File: src/rtl/matmul_pkg.sv
// matmul_pkg: shared FSM state type and default widths for the matmul core.
package matmul_pkg;
  localparam int DATA_W_DEF = 16;
  localparam int ADDR_W_DEF = 8;
  localparam int DIM_W_DEF  = 8;
  typedef enum logic [2:0] {IDLE, RD_A, RD_B, MAC, WR, DONE} state_e;
endpackage

File: src/rtl/matmul_addr_gen.sv
// matmul_addr_gen: latched job geometry, i/j/k counters and A/B/D address arithmetic.
module matmul_addr_gen import matmul_pkg::*; #(
  parameter int ADDR_W    = ADDR_W_DEF,
  parameter int DIM_W     = DIM_W_DEF,
  parameter int NUM_CORES = 1,
  parameter int CORE_ID   = 0
) (
  input  logic              clock,
  input  logic              reset,
  input  logic              load_i,
  input  logic              inc_k_i,
  input  logic              adv_i,
  input  logic [DIM_W-1:0]  di_i,
  input  logic [DIM_W-1:0]  dj_i,
  input  logic [DIM_W-1:0]  dk_i,
  input  logic [ADDR_W-1:0] ba_i,
  input  logic [ADDR_W-1:0] bb_i,
  input  logic [ADDR_W-1:0] bd_i,
  output logic [ADDR_W-1:0] addr_a_o,
  output logic [ADDR_W-1:0] addr_b_o,
  output logic [ADDR_W-1:0] addr_d_o,
  output logic              last_k_o,
  output logic              last_row_o,
  output logic              empty_o
);
  localparam logic [DIM_W:0] NC  = (DIM_W+1)'(NUM_CORES);
  localparam logic [DIM_W:0] CID = (DIM_W+1)'(CORE_ID);
  localparam logic [DIM_W:0] ONE = (DIM_W+1)'(1);
  logic [DIM_W:0] di_q, dj_q, dk_q, i_q, j_q, k_q;
  logic [ADDR_W-1:0] ba_q, bb_q, bd_q;
  logic [2*DIM_W+1:0] ik, kj, ij;
  logic last_j;
  assign ik = i_q * dk_q;
  assign kj = k_q * dj_q;
  assign ij = i_q * dj_q;
  assign addr_a_o = ba_q + ADDR_W'(ik) + ADDR_W'(k_q);
  assign addr_b_o = bb_q + ADDR_W'(kj) + ADDR_W'(j_q);
  assign addr_d_o = bd_q + ADDR_W'(ij) + ADDR_W'(j_q);
  assign last_k_o = k_q + ONE == dk_q;
  assign last_j = j_q + ONE == dj_q;
  // Counters are one bit wider than a dimension so i + NUM_CORES cannot wrap here.
  assign last_row_o = last_j && (i_q + NC >= di_q);
  assign empty_o = di_i == '0 || dj_i == '0 || dk_i == '0 || {1'b0, di_i} <= CID;
  always_ff @(posedge clock or posedge reset) begin
    if (reset) begin
      {di_q, dj_q, dk_q, i_q, j_q, k_q} <= '0;
      {ba_q, bb_q, bd_q} <= '0;
    end else if (load_i) begin
      di_q <= {1'b0, di_i};
      dj_q <= {1'b0, dj_i};
      dk_q <= {1'b0, dk_i};
      ba_q <= ba_i;
      bb_q <= bb_i;
      bd_q <= bd_i;
      i_q  <= CID;
      j_q  <= '0;
      k_q  <= '0;
    end else if (inc_k_i) begin
      k_q <= k_q + ONE;
    end else if (adv_i) begin
      k_q <= '0;
      j_q <= last_j ? '0 : j_q + ONE;
      i_q <= last_j ? i_q + NC : i_q;
    end
  end
endmodule

File: src/rtl/matmul_core.sv
// matmul_core: sequential signed matrix multiply D = A*B over a shared data memory; MATMUL_SAT_EN selects saturating writeback.
module matmul_core import matmul_pkg::*; #(
  parameter int DATA_W    = DATA_W_DEF,
  parameter int ADDR_W    = ADDR_W_DEF,
  parameter int DIM_W     = DIM_W_DEF,
  parameter int NUM_CORES = 1,
  parameter int CORE_ID   = 0
) (
  input  logic              clock,
  input  logic              reset,
  input  logic              start,
  input  logic [DIM_W-1:0]  dim_i,
  input  logic [DIM_W-1:0]  dim_j,
  input  logic [DIM_W-1:0]  dim_k,
  input  logic [ADDR_W-1:0] base_a,
  input  logic [ADDR_W-1:0] base_b,
  input  logic [ADDR_W-1:0] base_d,
  output logic [ADDR_W-1:0] mem_addr,
  output logic              mem_we,
  output logic [DATA_W-1:0] mem_wdata,
  input  logic [DATA_W-1:0] mem_rdata,
  output logic              busy,
  output logic              done
);
  state_e state_q;
  logic signed [2*DATA_W-1:0] acc_q, a_x, b_x, prod;
  logic [DATA_W-1:0] a_q, res;
  logic [ADDR_W-1:0] addr_a, addr_b, addr_d;
  logic last_k, last_row, empty;
  matmul_addr_gen #(
    .ADDR_W(ADDR_W), .DIM_W(DIM_W), .NUM_CORES(NUM_CORES), .CORE_ID(CORE_ID)
  ) u_agen (
    .clock(clock), .reset(reset),
    .load_i(state_q == IDLE && start),
    .inc_k_i(state_q == MAC && !last_k),
    .adv_i(state_q == WR),
    .di_i(dim_i), .dj_i(dim_j), .dk_i(dim_k),
    .ba_i(base_a), .bb_i(base_b), .bd_i(base_d),
    .addr_a_o(addr_a), .addr_b_o(addr_b), .addr_d_o(addr_d),
    .last_k_o(last_k), .last_row_o(last_row), .empty_o(empty)
  );
  assign a_x  = {{DATA_W{a_q[DATA_W-1]}}, a_q};
  assign b_x  = {{DATA_W{mem_rdata[DATA_W-1]}}, mem_rdata};
  assign prod = a_x * b_x;
`ifdef MATMUL_SAT_EN
  logic [DATA_W:0] hi;
  assign hi  = acc_q[2*DATA_W-1:DATA_W-1];
  assign res = (&hi || ~|hi) ? acc_q[DATA_W-1:0]
                             : {acc_q[2*DATA_W-1], {(DATA_W-1){~acc_q[2*DATA_W-1]}}};
`else
  assign res = acc_q[DATA_W-1:0];
`endif
  always_ff @(posedge clock or posedge reset) begin
    if (reset) begin
      state_q <= IDLE;
      acc_q   <= '0;
      a_q     <= '0;
    end else begin
      case (state_q)
        IDLE: if (start) begin
          state_q <= empty ? DONE : RD_A;
          acc_q   <= '0;
        end
        RD_A: state_q <= RD_B;
        RD_B: begin
          a_q     <= mem_rdata;
          state_q <= MAC;
        end
        MAC: begin
          acc_q   <= acc_q + prod;
          state_q <= last_k ? WR : RD_A;
        end
        WR: begin
          acc_q   <= '0;
          state_q <= last_row ? DONE : RD_A;
        end
        default: state_q <= IDLE;
      endcase
    end
  end
  assign mem_addr  = state_q == RD_A ? addr_a : state_q == RD_B ? addr_b : state_q == WR ? addr_d : '0;
  assign mem_we    = state_q == WR;
  assign mem_wdata = mem_we ? res : '0;
  assign busy      = state_q != IDLE;
  assign done      = state_q == DONE;
endmodule

File: config.mk
export PLATFORM = sky130hd
export DESIGN_NAME = matmul_core
export DESIGN_NICKNAME = d
export VERILOG_FILES = /design/src/rtl/matmul_pkg.sv /design/src/rtl/matmul_addr_gen.sv /design/src/rtl/matmul_core.sv
export SDC_FILE = /design/constraint.sdc
export NUM_CORES = 1
export LEC_CHECK = 0
export CAP_MARGIN = 20
export CORE_MARGIN = 5
export CORE_UTILIZATION = 62
export DETAILED_ROUTE_END_ITERATION = 6
export GPL_TIMING_DRIVEN = 0
export PLACE_DENSITY = 0.83
export SYNTH_ARGS = -nofsm -noshare
export SYNTH_HDL_FRONTEND = slang
export SYNTH_SLANG_ARGS = --single-unit
export TNS_END_PERCENT = 50
File: constraint.sdc
create_clock -name clock -period 6.4 [get_ports clock]
set_input_delay 0.64 -clock clock [delete_from_list [all_inputs] [get_ports clock]]
set_output_delay 0.64 -clock clock [all_outputs]
set_load 0.02 [all_outputs]
==> run metrics <==
status completed; clock power share 14.0%; Final nets 2081; Initial DRC Count 729; Post-Syn Area 0.0141 mm^2; Unique masters post-synth 58; Core Footprint 0.0226 mm^2; Post-DP Area 0.0154 mm^2; die area 0.0259 mm^2; Ant. Diodes 0; Synth Area in Compound Gates 6.91%; critical path capture point type flip-flop; syn avg cell area 8.75 um^2; WP data arrival 6.38 ns; RSZ-0062 raised after global routing true; slew at the pin with the worst max-slew slack 0.796 ns; largest net degree at the start of global routing 58; clock tree sinks 110; Worst-path clk slew 0.07 ns; post-layout util 70.0%; Die Width 161 um; Post-Route WL 36000 um; hold buffers post-CTS 0; combinational family with the most area after synthesis adder cells; sw frac 45.2%; all-layer global routing usage 28.6%; Synth Flop Type dfrtp_1; Clock Latency Late Sink 0.37 ns; number of warnings issued by yosys 0; Slowest cell on crit path fa_1; Adder-Cell Fraction of Synth Area 35.1%; area grow syn2layout 11.8%; post-synthesis simple-gate area fraction 17.2%; WS Path Type primary input to flip-flop; via/cell ratio 5.60; chip height 161 um; TritonRoute pass-1 iters 5; Post-synth EDFFs 0; crit start category primary input; Setup TNS Final 0 ns; Residual DRC 0; H-tree Lvls 3; final period utilization 96.2%; Clock Path Buffers 2; Net Switching 2.18 mW; vias in the first global route 11700; combinational fraction of design power 69.0%; Max Cap Violations 0; Final Critical Period 6.16 ns; wire per inst 18.0 um; post-synthesis register bit count 110; xor/xnor share of the synthesized area 8.65%; Post-DRT Antenna Nets 0; slowest stage delay, CP 0.55 ns; CP cell instances clkdlybuf4s50_1, clkbuf_1, and2_1, fa_1, inv_1, fa_1, inv_1, fa_1, fa_1, fa_1, inv_1, fa_1, inv_1, ha_1, a21o_1, a21oi_1, o21ai_0, a21oi_1, xnor2_1, o21ai_0; post-synth net total 1985; VDD IR max 0.000393 V; sum of buffers and inverters on the critical path 6; PwrDens 305 mW/mm^2; CTS Buf Count 9; Final Hold Fails 0; fmax 162 MHz; layout cells sized above 1 4.19%; Hold Path Class flip-flop to flip-flop; DR vias 11200; initial antenna violation count 0; hpwl dp 28900 um; most frequent CP cell fa_1; standard-cell rows 55; Starting Density 62.7%; GRT overflow 0; sequential power share 17.0%; leak pwr 7.89 nW; Syn Inst Count 1616; worst-path maximum fanout 10; Port Buffers 91; first-pass GRT wire length 59300 um; Max-slew headroom 46.9%; clock root cell clkbuf_16; number of fill cells 1717; crit-path leading delay family adder cells; Final GP Congestion 0.982; post-synthesis mux area share 2.37%; Layout Cell Area excl Fill 0.0158 mm^2; Slew Limit Fails 0; CTS tree done; Worst Clk Skew 0.0123 ns; post-synthesis sequential area ratio 19.5%; Cell Int Power 2.65 mW; FFs w/ async S/R, synth 100%; data required time of the worst path 6.63 ns; endpoints failing setup 0; IO Count 94; Post-CTS Setup Inserts 0
-- cells in the final DEF, fill, tap and decap left out, types with 7 or more instances in the layout --
master and n:
dfrtp_1 107, nand2_1 259, nand2b_1 7, and2_1 129, and3_1 24, nor4_1 10
ha_1 143, mux2_2 18, clkbuf_16 9, mux2i_1 11, a22o_1 8, o21ai_0 64
a22oi_1 8, xor2_1 31, buf_2 8, clkbuf_1 43, xnor2_1 101, a21o_1 14
clkdlybuf4s50_1 87, fa_1 159, inv_1 308, nand3_1 14, nor3_1 8, o21bai_1 9
a21oi_1 24, nor2_1 26
-- final timing paths --
check,startpoint,to,slack [ns],cells after the start
max,mem_rdata[4],acc_q[15],0.24,20
min,u_agen.di_q[0],u_agen.di_q[0],0.49,2
max reg2reg,a_q[1],acc_q[15],0.51,18
min reg2reg,u_agen.di_q[0],u_agen.di_q[0],0.49,2
max in group asynchronous,reset,u_agen.i_q[2],4.88,3
min in group asynchronous,reset,u_agen.ba_q[2],0.77,2
-- through the flow --
step | std cells | power, mW | setup WS (ns) | hold WS (ns)
after floorplan | 1616 | 3.34 | 0.829 | 0.450
after global placement | 1992 | 3.98 | -0.285 | 0.475
after detailed placement | 1993 | 4.10 | -0.306 | 0.475
after CTS | 2005 | 4.81 | 0.00881 | 0.492
after global routing | 2002 | 5.34 | -0.0549 | 0.529
final | 2002 | 4.83 | 0.244 | 0.488
-- flip-flops by register name (all words and copies together) (netlist names) --
| name | cells |
|---|---|
| a_q | 16 |
| acc_q | 16 |
| u_agen.i_q | 9 |
| u_agen.j_q | 9 |
| u_agen.k_q | 9 |
| u_agen.ba_q | 8 |
| u_agen.bb_q | 8 |
| u_agen.bd_q | 8 |
| u_agen.di_q | 8 |
| u_agen.dj_q | 8 |
| u_agen.dk_q | 8 |
| state_q | 3 |
-- logic make-up (layout without fill, tap and decap cells) --
logic type / count (synthesis) / after routing
adders and majority gates: 302 / 302
xor gates and xnor gates: 135 / 135
buffers and inverters: 382 / 483
muxes: 31 / 31
AOI/OAI and AO/OA: 155 / 155
DFF: 110 / 110
and+or+nand+nor: 501 / 501
-- synthesized netlist by cell type, drive strengths merged, types with 15 or more instances --
cell,count,area share [%]
inv,309,8.2
nand3,15,0.57
a21oi,24,0.85
fa,159,22
mux2,20,1.6
nor2,27,0.77
nand2,260,6.9
xnor2,101,6.3
dfrtp,110,19
o21ai,67,2.4
and2,129,5.7
xor2,31,1.9
and3,24,1.1
ha,143,13
clkbuf,59,1.6
-- power groups by stage --
stage	Combinational, mW	Clock [mW]	Sequential (mW)
6_report	3.33	0.677	0.819
3_5_place_dp	3.27	0	0.830
2_1_floorplan	2.55	0	0.798
4_1_cts	3.31	0.686	0.817
5_1_grt	3.81	0.707	0.826
3_3_place_gp	3.15	0	0.829
-- what timing repair did --
action,4_1_cts,5_1_grt
resized for setup,12,17
setup endpoints to repair,3,4
pin swaps,0,0
-- routing by layer --
metal	up-vias	track usage (%)	wire, um
met3	110	4.39	2420
met5	-	0	0
li1	5158	-	-
met2	454	48.5	17500
met1	5488	37.2	14800
met4	0	11.2	1250
-- final cells by class --
class                           instances  area [um^2]  area share [%]
Multi-Input combinational cell       1124         9940            62.9
Sequential cell                       110         2760            17.4
Inverter                              309         1160            7.35
Timing Repair Buffer                   92          945            5.97
Tap cell                              285          357            2.26
Buffer                                 66          294            1.86
Clock buffer                           11          253            1.60
Clock inverter                          5          105           0.665
-- worst reg2reg max path: cells and delay by family (launching register included) --
kind	cells	cell delay (ns)
and+or+nand+nor	2	0.36
xor gates and xnor gates	1	0.13
DFF	1	0.55
adders and majority gates	7	3.06
AOI/OAI and AO/OA	5	0.97
buffers and inverters	3	0.67
No activity file was read; power rests on OpenSTA's default activity.
